--- src/rtl/iob_delay_dev.sv ---
// Timed IO bus slave: DATAO word is held busy DELAY cycles, then posted.
// Ports: clk/reset, bus strobes+select in; pi_req, iob_read, dev_data/strobe out. Option: IOB_OVERRUN_EN.
module iob_delay_dev #(
  parameter logic [6:0] DEVICE = 7'o024,
  parameter int         DELAY  = 16
) (
  input  logic        clk,
  input  logic        reset,
  input  logic        iob_poweron,
  input  logic        iob_reset,
  input  logic        datao_clear,
  input  logic        datao_set,
  input  logic        cono_clear,
  input  logic        cono_set,
  input  logic        iob_fm_datai,
  input  logic        iob_fm_status,
  input  logic [3:9]  ios,
  input  logic [0:35] iob_write,
  output logic [1:7]  pi_req,
  output logic [0:35] iob_read,
  output logic [0:35] dev_data,
  output logic        dev_strobe
);

  localparam logic [15:0] DLY = 16'(DELAY);

  logic        sel;
  logic [0:35] data_q, data_n;
  logic [2:0]  pia, pia_n;
  logic        busy, busy_n;
  logic        done, done_n;
  logic [15:0] timer, timer_n;
  logic [0:35] dev_data_n;
  logic        strobe_n;
  logic [1:7]  pi_req_n;
  logic        ovf, ovf_n;

  logic dc_q, ds_q, cc_q, cs_q, di_q, ir_q;
  logic dc_rise, ds_rise, cc_rise, cs_rise, di_fall;
  logic clr;

  assign sel     = (ios == DEVICE);
  assign dc_rise = sel & datao_clear & ~dc_q;
  assign ds_rise = sel & datao_set & ~ds_q;
  assign cc_rise = sel & cono_clear & ~cc_q;
  assign cs_rise = sel & cono_set & ~cs_q;
  assign di_fall = sel & ~iob_fm_datai & di_q;
  assign clr     = ~iob_poweron | (iob_reset & ~ir_q);

  always_comb begin
    data_n     = data_q;
    pia_n      = pia;
    busy_n     = busy;
    done_n     = done;
    timer_n    = timer;
    dev_data_n = dev_data;
    strobe_n   = 1'b0;
    ovf_n      = ovf;
    if (cc_rise) begin
      pia_n   = '0;
      done_n  = 1'b0;
      busy_n  = 1'b0;
      timer_n = '0;
      ovf_n   = 1'b0;
    end
    if (dc_rise) begin
      data_n = '0;
      done_n = 1'b0;
    end
    if (di_fall)
      done_n = 1'b0;
    if (cs_rise) begin
      pia_n = pia_n | iob_write[33:35];
      if (iob_write[32]) done_n = 1'b1;
      if (iob_write[31]) done_n = 1'b0;
    end
    if (ds_rise) begin
      if (!busy_n) begin
        data_n  = data_n | iob_write;
        busy_n  = 1'b1;
        timer_n = DLY;
      end else begin
`ifdef IOB_OVERRUN_EN
        ovf_n = 1'b1;
`endif
      end
    end
    // A cono_clear abandons the transfer, so the timer only runs
    // when the transfer survived this cycle.
    if (busy && !cc_rise) begin
      if (timer == 16'd1) begin
        busy_n     = 1'b0;
        done_n     = 1'b1;
        timer_n    = '0;
        dev_data_n = data_n;
        strobe_n   = 1'b1;
      end else begin
        timer_n = timer - 16'd1;
      end
    end
    // Registered from next state so the request tracks done/ovf.
    for (int n = 1; n <= 7; n++)
      pi_req_n[n] = (done_n | ovf_n) & (pia_n == 3'(n));
  end

  always_ff @(posedge clk or negedge reset) begin
    if (!reset) begin
      ir_q <= 1'b0;
    end else begin
      ir_q <= iob_reset;
    end
  end

  always_ff @(posedge clk or negedge reset) begin
    if (!reset) begin
      data_q     <= '0;
      pia        <= '0;
      busy       <= 1'b0;
      done       <= 1'b0;
      timer      <= '0;
      dev_data   <= '0;
      dev_strobe <= 1'b0;
      pi_req     <= '0;
      dc_q       <= 1'b0;
      ds_q       <= 1'b0;
      cc_q       <= 1'b0;
      cs_q       <= 1'b0;
      di_q       <= 1'b0;
    end else if (clr) begin
      data_q     <= '0;
      pia        <= '0;
      busy       <= 1'b0;
      done       <= 1'b0;
      timer      <= '0;
      dev_data   <= '0;
      dev_strobe <= 1'b0;
      pi_req     <= '0;
      dc_q       <= 1'b0;
      ds_q       <= 1'b0;
      cc_q       <= 1'b0;
      cs_q       <= 1'b0;
      di_q       <= 1'b0;
    end else begin
      data_q     <= data_n;
      pia        <= pia_n;
      busy       <= busy_n;
      done       <= done_n;
      timer      <= timer_n;
      dev_data   <= dev_data_n;
      dev_strobe <= strobe_n;
      pi_req     <= pi_req_n;
      dc_q       <= datao_clear;
      ds_q       <= datao_set;
      cc_q       <= cono_clear;
      cs_q       <= cono_set;
      di_q       <= iob_fm_datai;
    end
  end

`ifdef IOB_OVERRUN_EN
  always_ff @(posedge clk or negedge reset) begin
    if (!reset)
      ovf <= 1'b0;
    else if (clr)
      ovf <= 1'b0;
    else
      ovf <= ovf_n;
  end
`else
  assign ovf = 1'b0;
`endif

  logic [0:35] status;

  always_comb begin
    status        = '0;
    status[30]    = ovf;
    status[31]    = busy;
    status[32]    = done;
    status[33:35] = pia;
    iob_read      = '0;
    if (sel & iob_fm_datai)
      iob_read = iob_read | data_q;
    if (sel & iob_fm_status)
      iob_read = iob_read | status;
  end

endmodule
--- config.mk ---
export PLATFORM = sky130hd
export DESIGN_NAME = iob_delay_dev
export DESIGN_NICKNAME = d
export VERILOG_FILES = /design/src/rtl/iob_delay_dev.sv
export SDC_FILE = /design/constraint.sdc
export NUM_CORES = 1
export LEC_CHECK = 0
export CORE_ASPECT_RATIO = 1.4
export CORE_MARGIN = 4
export CORE_UTILIZATION = 45
export CTS_BUF_LIST = sky130_fd_sc_hd__clkbuf_8
export DETAILED_ROUTE_END_ITERATION = 8
export PLACE_DENSITY = 0.72
export SLEW_MARGIN = 40
export SYNTH_ARGS = -nofsm -noshare
export SYNTH_HDL_FRONTEND = slang
export SYNTH_SLANG_ARGS = --single-unit
--- constraint.sdc ---
create_clock -name clk -period 3.7 [get_ports clk]
set_clock_uncertainty 0.05 [all_clocks]
set_input_delay 0.37 -clock clk [delete_from_list [all_inputs] [get_ports clk]]
set_output_delay 0.37 -clock clk [all_outputs]
set_load 0.05 [all_outputs]
# Word level (Yosys, flattened, before mapping)
# Cells that the tools add are included.
[totals]
reg_bits = 107
in_bits = 53
output_inout_bits = 80
word_cells = 101
[op_classes]
n_addsub = 1
n_eq_ne = 9
n_mux = 41
bitwise = 31
reduce_logical = 5
[ops]
columns = ["operator", "n"]
rows = [
  ["2-to-1 mux 36 bit", 9],
  ["2-to-1 mux 16 bit", 6],
  ["bitwise OR 36 bit", 1],
  ["bitwise OR 36 x 5 -> 36 bit", 1],
  ["2-to-1 mux 1 bit", 22],
  ["bitwise AND 1 bit", 20],
  ["equality test 16 x 1 -> 1 bit, second input constant", 1],
  ["subtractor 16 x 1 -> 16 bit, second input constant", 1],
  ["equality test 3 bit, second input constant", 4],
  ["2-to-1 mux 3 bit", 3],
  ["equality test 7 x 5 -> 1 bit, second input constant", 1],
  ["2-to-1 mux 7 bit", 1],
  ["inverter 1 bit", 7],
  ["equality test 3 x 2 -> 1 bit, second input constant", 2],
  ["nonzero test 2 bit", 2],
  ["equality test 3 x 1 -> 1 bit, second input constant", 1],
  ["bitwise OR 3 bit", 1],
  ["AND reduction 2 bit", 1],
  ["logical AND 1 bit", 1],
  ["logical NOT 1 bit", 1],
  ["bitwise OR 1 bit", 1],
]

# Logic depth before layout (Yosys ltp)
[depth]
ltp_word = 13
depth_mapped = 8
mapped_depth_nobuf = 6

# Worst setup path before layout
# Ideal clock, no wire load.
[synth_path]
kind = "input to output"
startpoint = "input ios[8] (netlist name)"
endpoint = "output iob_read[0] (netlist name)"
t_arrival_ps = 1898
required_time_ps = 3280
path_slack_ps = 1382
stages = 5
n_path_buf = 2
path_cell_list = "nor3_1 > and2_0 > buf_2 > clkbuf_1 > and3_1"
[synth_between]
elab_chain_cells = 5
elab_cells_between_ends = 6
classes_between = "eq/ne: 1; mux: 2; bitwise: 3"
[synth_rtl]
columns = ["element", "line_no", "text"]
rows = [
  ["start, declared", "17", "input logic [3:9] ios,"],
  ["equality test 7 x 5 -> 1 bit (*)", "42", "assign sel = (ios == DEVICE);"],
  ["bitwise AND 1 bit", "182", "if (sel & iob_fm_datai)"],
  ["2-to-1 mux 36 bit", "182", ""],
  ["bitwise OR 36 x 5 -> 36 bit", "185", "iob_read = iob_read | status;"],
  ["2-to-1 mux 36 bit (*)", "184", "if (sel & iob_fm_status)"],
  ["end, declared", "20", "output logic [0:35] iob_read,"],
]
# Mark *: on every way between the ends. The rest lies on a longest branch, timed or not.

# Final worst setup path
[layout_path]
startpoint = "input ios[8] (netlist name)"
endpoint = "output iob_read[6] (netlist name)"
# The elaborated chain is that of the path after synthesis.

==> out/results.txt <==
internal power: 1502 µW
CTS tree: done
DIE AREA: 12770 µm²
Top-Level Pins: 133
Pwr Density: 304.1 nW/µm²
final wirelength: 13580 µm
row cnt: 45
Synth area leaders: dfrtp_1 (54%), nor2_1 (7.2%), a22oi_1 (6.2%)
largest net degree at the start of global routing: 78
number of global-route vias before repair: 4437
Num CTS Buffers: 9
initial core utilization: 0.4579
Post-DP HPWL: 9269 µm
first-pass GRT wire length: 22550 µm
EDFF count, synth: 0
Mapped Cells: 480
Slew @ Worst Pin: 0.7994 ns
post-route clock period utilization: 0.8573
commonest non-fill, non-tap cell in the layout: dfrtp_1
critical path required time: 3.28 ns
RR Startpoint: timer[7]
post-CTS sizing: 0
clock-pin slew on the worst setup and hold paths: 0.09 ns
initial antenna violation count: 0
Setup crit start kind: primary input
total grt overflow: 0
DRT Pass-1 Iters: 5
RSZ-0062 raised after global routing: false
Die X: 96.64 µm
Synth Area per Inst: 10.31 µm²
H-Tree Level Count: 3
Final setup viols: 0
Post-DRT Antenna Nets: 0
Syn Std Cell Area: 4950 µm²
FF-to-FF path depth: 6
VDD IR max: 0.0002075 V
Yosys top cell by area: dfrtp_1
Area growth syn-to-layout: 31.90%
DRC Markers: 0
Lkg Pwr: 0.002776 µW
R2R Setup Slk: 1.09 ns
switch share: 0.2434
NumNets Final: 655
Synth top area share: 0.5410
Pwr Total: 1985 µW
WHS Endpoint: ir_q
CTS root buf: clkbuf_8
Worst Path Arrival: 2.75 ns
Core Util, Final: 0.6039
Min-Delay Path Depth: 1
HP Class: primary input to register
asr flop ratio synth: 1.000
CTS max path bufs: 2
part of the power in combinational logic: 0.074
Clk Latency, worst-skew pair: 0.37 ns
core area: 10810 µm²
Worst Path Class, Setup: primary input to primary output
Final Hold Viols: 0
Netlist cell types: 46
sw power: 483.2 µW
Final Max Slew Viols: 0
Synthesized Nets: 535
share of layout cells above drive strength 1: 0.1308
Yosys reg bits: 107
DR WL/cell: 18.23 µm
top_reg_cell synth: dfrtp_1
Tot GR Track Use: 0.2141
Placer Congestion: 0.8910
commonest non-fill, non-tap cells in the layout: dfrtp_1 (107), clkdlybuf4s50_1 (106), nor2_1 (95)
Post-CTS Repair Setup Buffers: 0
sequential cell area fraction in the yosys report: 0.5410
Die Height: 132.1 µm
Tmin final: 3.172 ns
Achievable Freq: 315.3 MHz
Clock Power Share: 0.335
# diodes: 0
Sink Count: 107
R2R Path End: pi_req[2]
CP max FO: 7
routed vias/inst: 5.777
IO buf count: 132
CP Capture Type: primary output
via count: 4304
DRC marker count from the first detailed-route iteration: 319
relative slew slack: 0.4654
HP Start: iob_reset
Yosys Warn Count: 0
sequential share of power: 0.592
Max Cap Viol: 0
outcome: completed
Sum Neg Setup Slack: 0 ns
-- through the flow --
step                cell area, µm²  instances  hold slack, ns  setup WS [ns]
global placement              6326        727          0.4720         0.6331
CTS                           6529        745          0.4095         0.5405
global route                  6529        745          0.4097         0.4428
detailed placement            6342        729          0.4038         0.5567
floorplan                     4950        480         0.02441          1.382
finish                        6529        745          0.4188         0.5281
-- power groups by stage --
stage | combinational (µW) | clock (µW) | sequential, µW
2_1_floorplan | 44.1 | 0 | 1200
3_3_place_gp | 143 | 0 | 1200
3_5_place_dp | 146 | 0 | 1200
4_1_cts | 148 | 675 | 1170
5_1_grt | 160 | 724 | 1180
6_report | 146 | 664 | 1170
-- worst max-delay path: stages --
cell and delay [ns]:
clkdlybuf4s50_1 0.40, nor3_1 0.55, and2_1 0.40, and3_1 0.21, clkdlybuf4s50_1 0.81
-- repair_timing --
action,4_1_cts,5_1_grt
hold buffers,1,0
endpoints found under the setup margin,0,0
hold endpoints to repair,7,0
-- Yosys cell counts (2+ instances only) --
| library cell | n |
|---|---|
| nand3_1 | 8 |
| buf_6 | 2 |
| and2_1 | 5 |
| nand4b_1 | 2 |
| a211oi_2 | 20 |
| nor2b_1 | 7 |
| ha_1 | 2 |
| xnor2_1 | 3 |
| o21ai_0 | 11 |
| a32oi_1 | 3 |
| nand2_1 | 14 |
| dfrtp_1 | 107 |
| a32o_1 | 3 |
| buf_4 | 5 |
| nand2b_1 | 3 |
| o31ai_1 | 3 |
| buf_2 | 7 |
| a21oi_1 | 16 |
| mux2i_1 | 2 |
| and3_1 | 32 |
| o21a_1 | 2 |
| nor4_1 | 4 |
| a211oi_1 | 24 |
| o31a_1 | 2 |
| a22oi_1 | 41 |
| xor2_1 | 2 |
| nor3_1 | 10 |
| clkbuf_1 | 23 |
| inv_1 | 4 |
| nor2_1 | 95 |
| a31oi_1 | 3 |
-- per-layer routing --
layer / global-route usage / part of all wire / wire [µm] / vias up
met5: 0 / 0 / 0 / -
met4: 0.07884 / 0.024 / 330 / 0
met3: 0.05558 / 0.070 / 956 / 31
met2: 0.3525 / 0.49 / 6708 / 163
met1: 0.2721 / 0.41 / 5589 / 2124
li1: - / - / - / 1986
-- sequential cells by signal, indices dropped and copies added, names as in the netlist --
name / count
data_q: 36
dev_data: 36
timer: 16
pi_req: 7
pia: 3
busy: 1
cc_q: 1
cs_q: 1
dc_q: 1
dev_strobe: 1
di_q: 1
done: 1
ds_q: 1
ir_q: 1
-- layout make-up --
type                       count  area (µm²)
tap                          141       176.4
sequential                   107        2678
fill                         942        4282
clock buffer                  10       137.6
timing repair buffer         146        1390
multi-input combinational    332        2093
inverter                       4       15.01
clock inverter                 5       38.79
-- how the worst max path moves through the flow --
stage / start / to / slack, ns / depth (start not counted)
after CTS: ios[8] / iob_read[6] / 0.54 / 5
after global placement: ios[8] / iob_read[9] / 0.63 / 5
after floorplan: ios[8] / iob_read[0] / 1.38 / 5
after global routing: ios[8] / iob_read[6] / 0.44 / 5
after detailed placement: ios[8] / iob_read[6] / 0.56 / 5
final: ios[8] / iob_read[6] / 0.53 / 5
-- kinds of logic (layout without fill, tap and decap cells) --
| kind of cell | count (synthesis) | in the layout | synth area share |
|---|---|---|---|
| AOI/OAI and AO/OA | 134 | 134 | 0.2141 |
| and+or+nand+nor | 189 | 189 | 0.1873 |
| DFF | 107 | 107 | 0.5410 |
| muxes | 2 | 2 | 0.004045 |
| adders and majority gates | 2 | 2 | 0.005055 |
| buffers and inverters | 41 | 165 | 0.03968 |
| xor gates and xnor gates | 5 | 5 | 0.008849 |
Power figures use the tool's default switching activity.
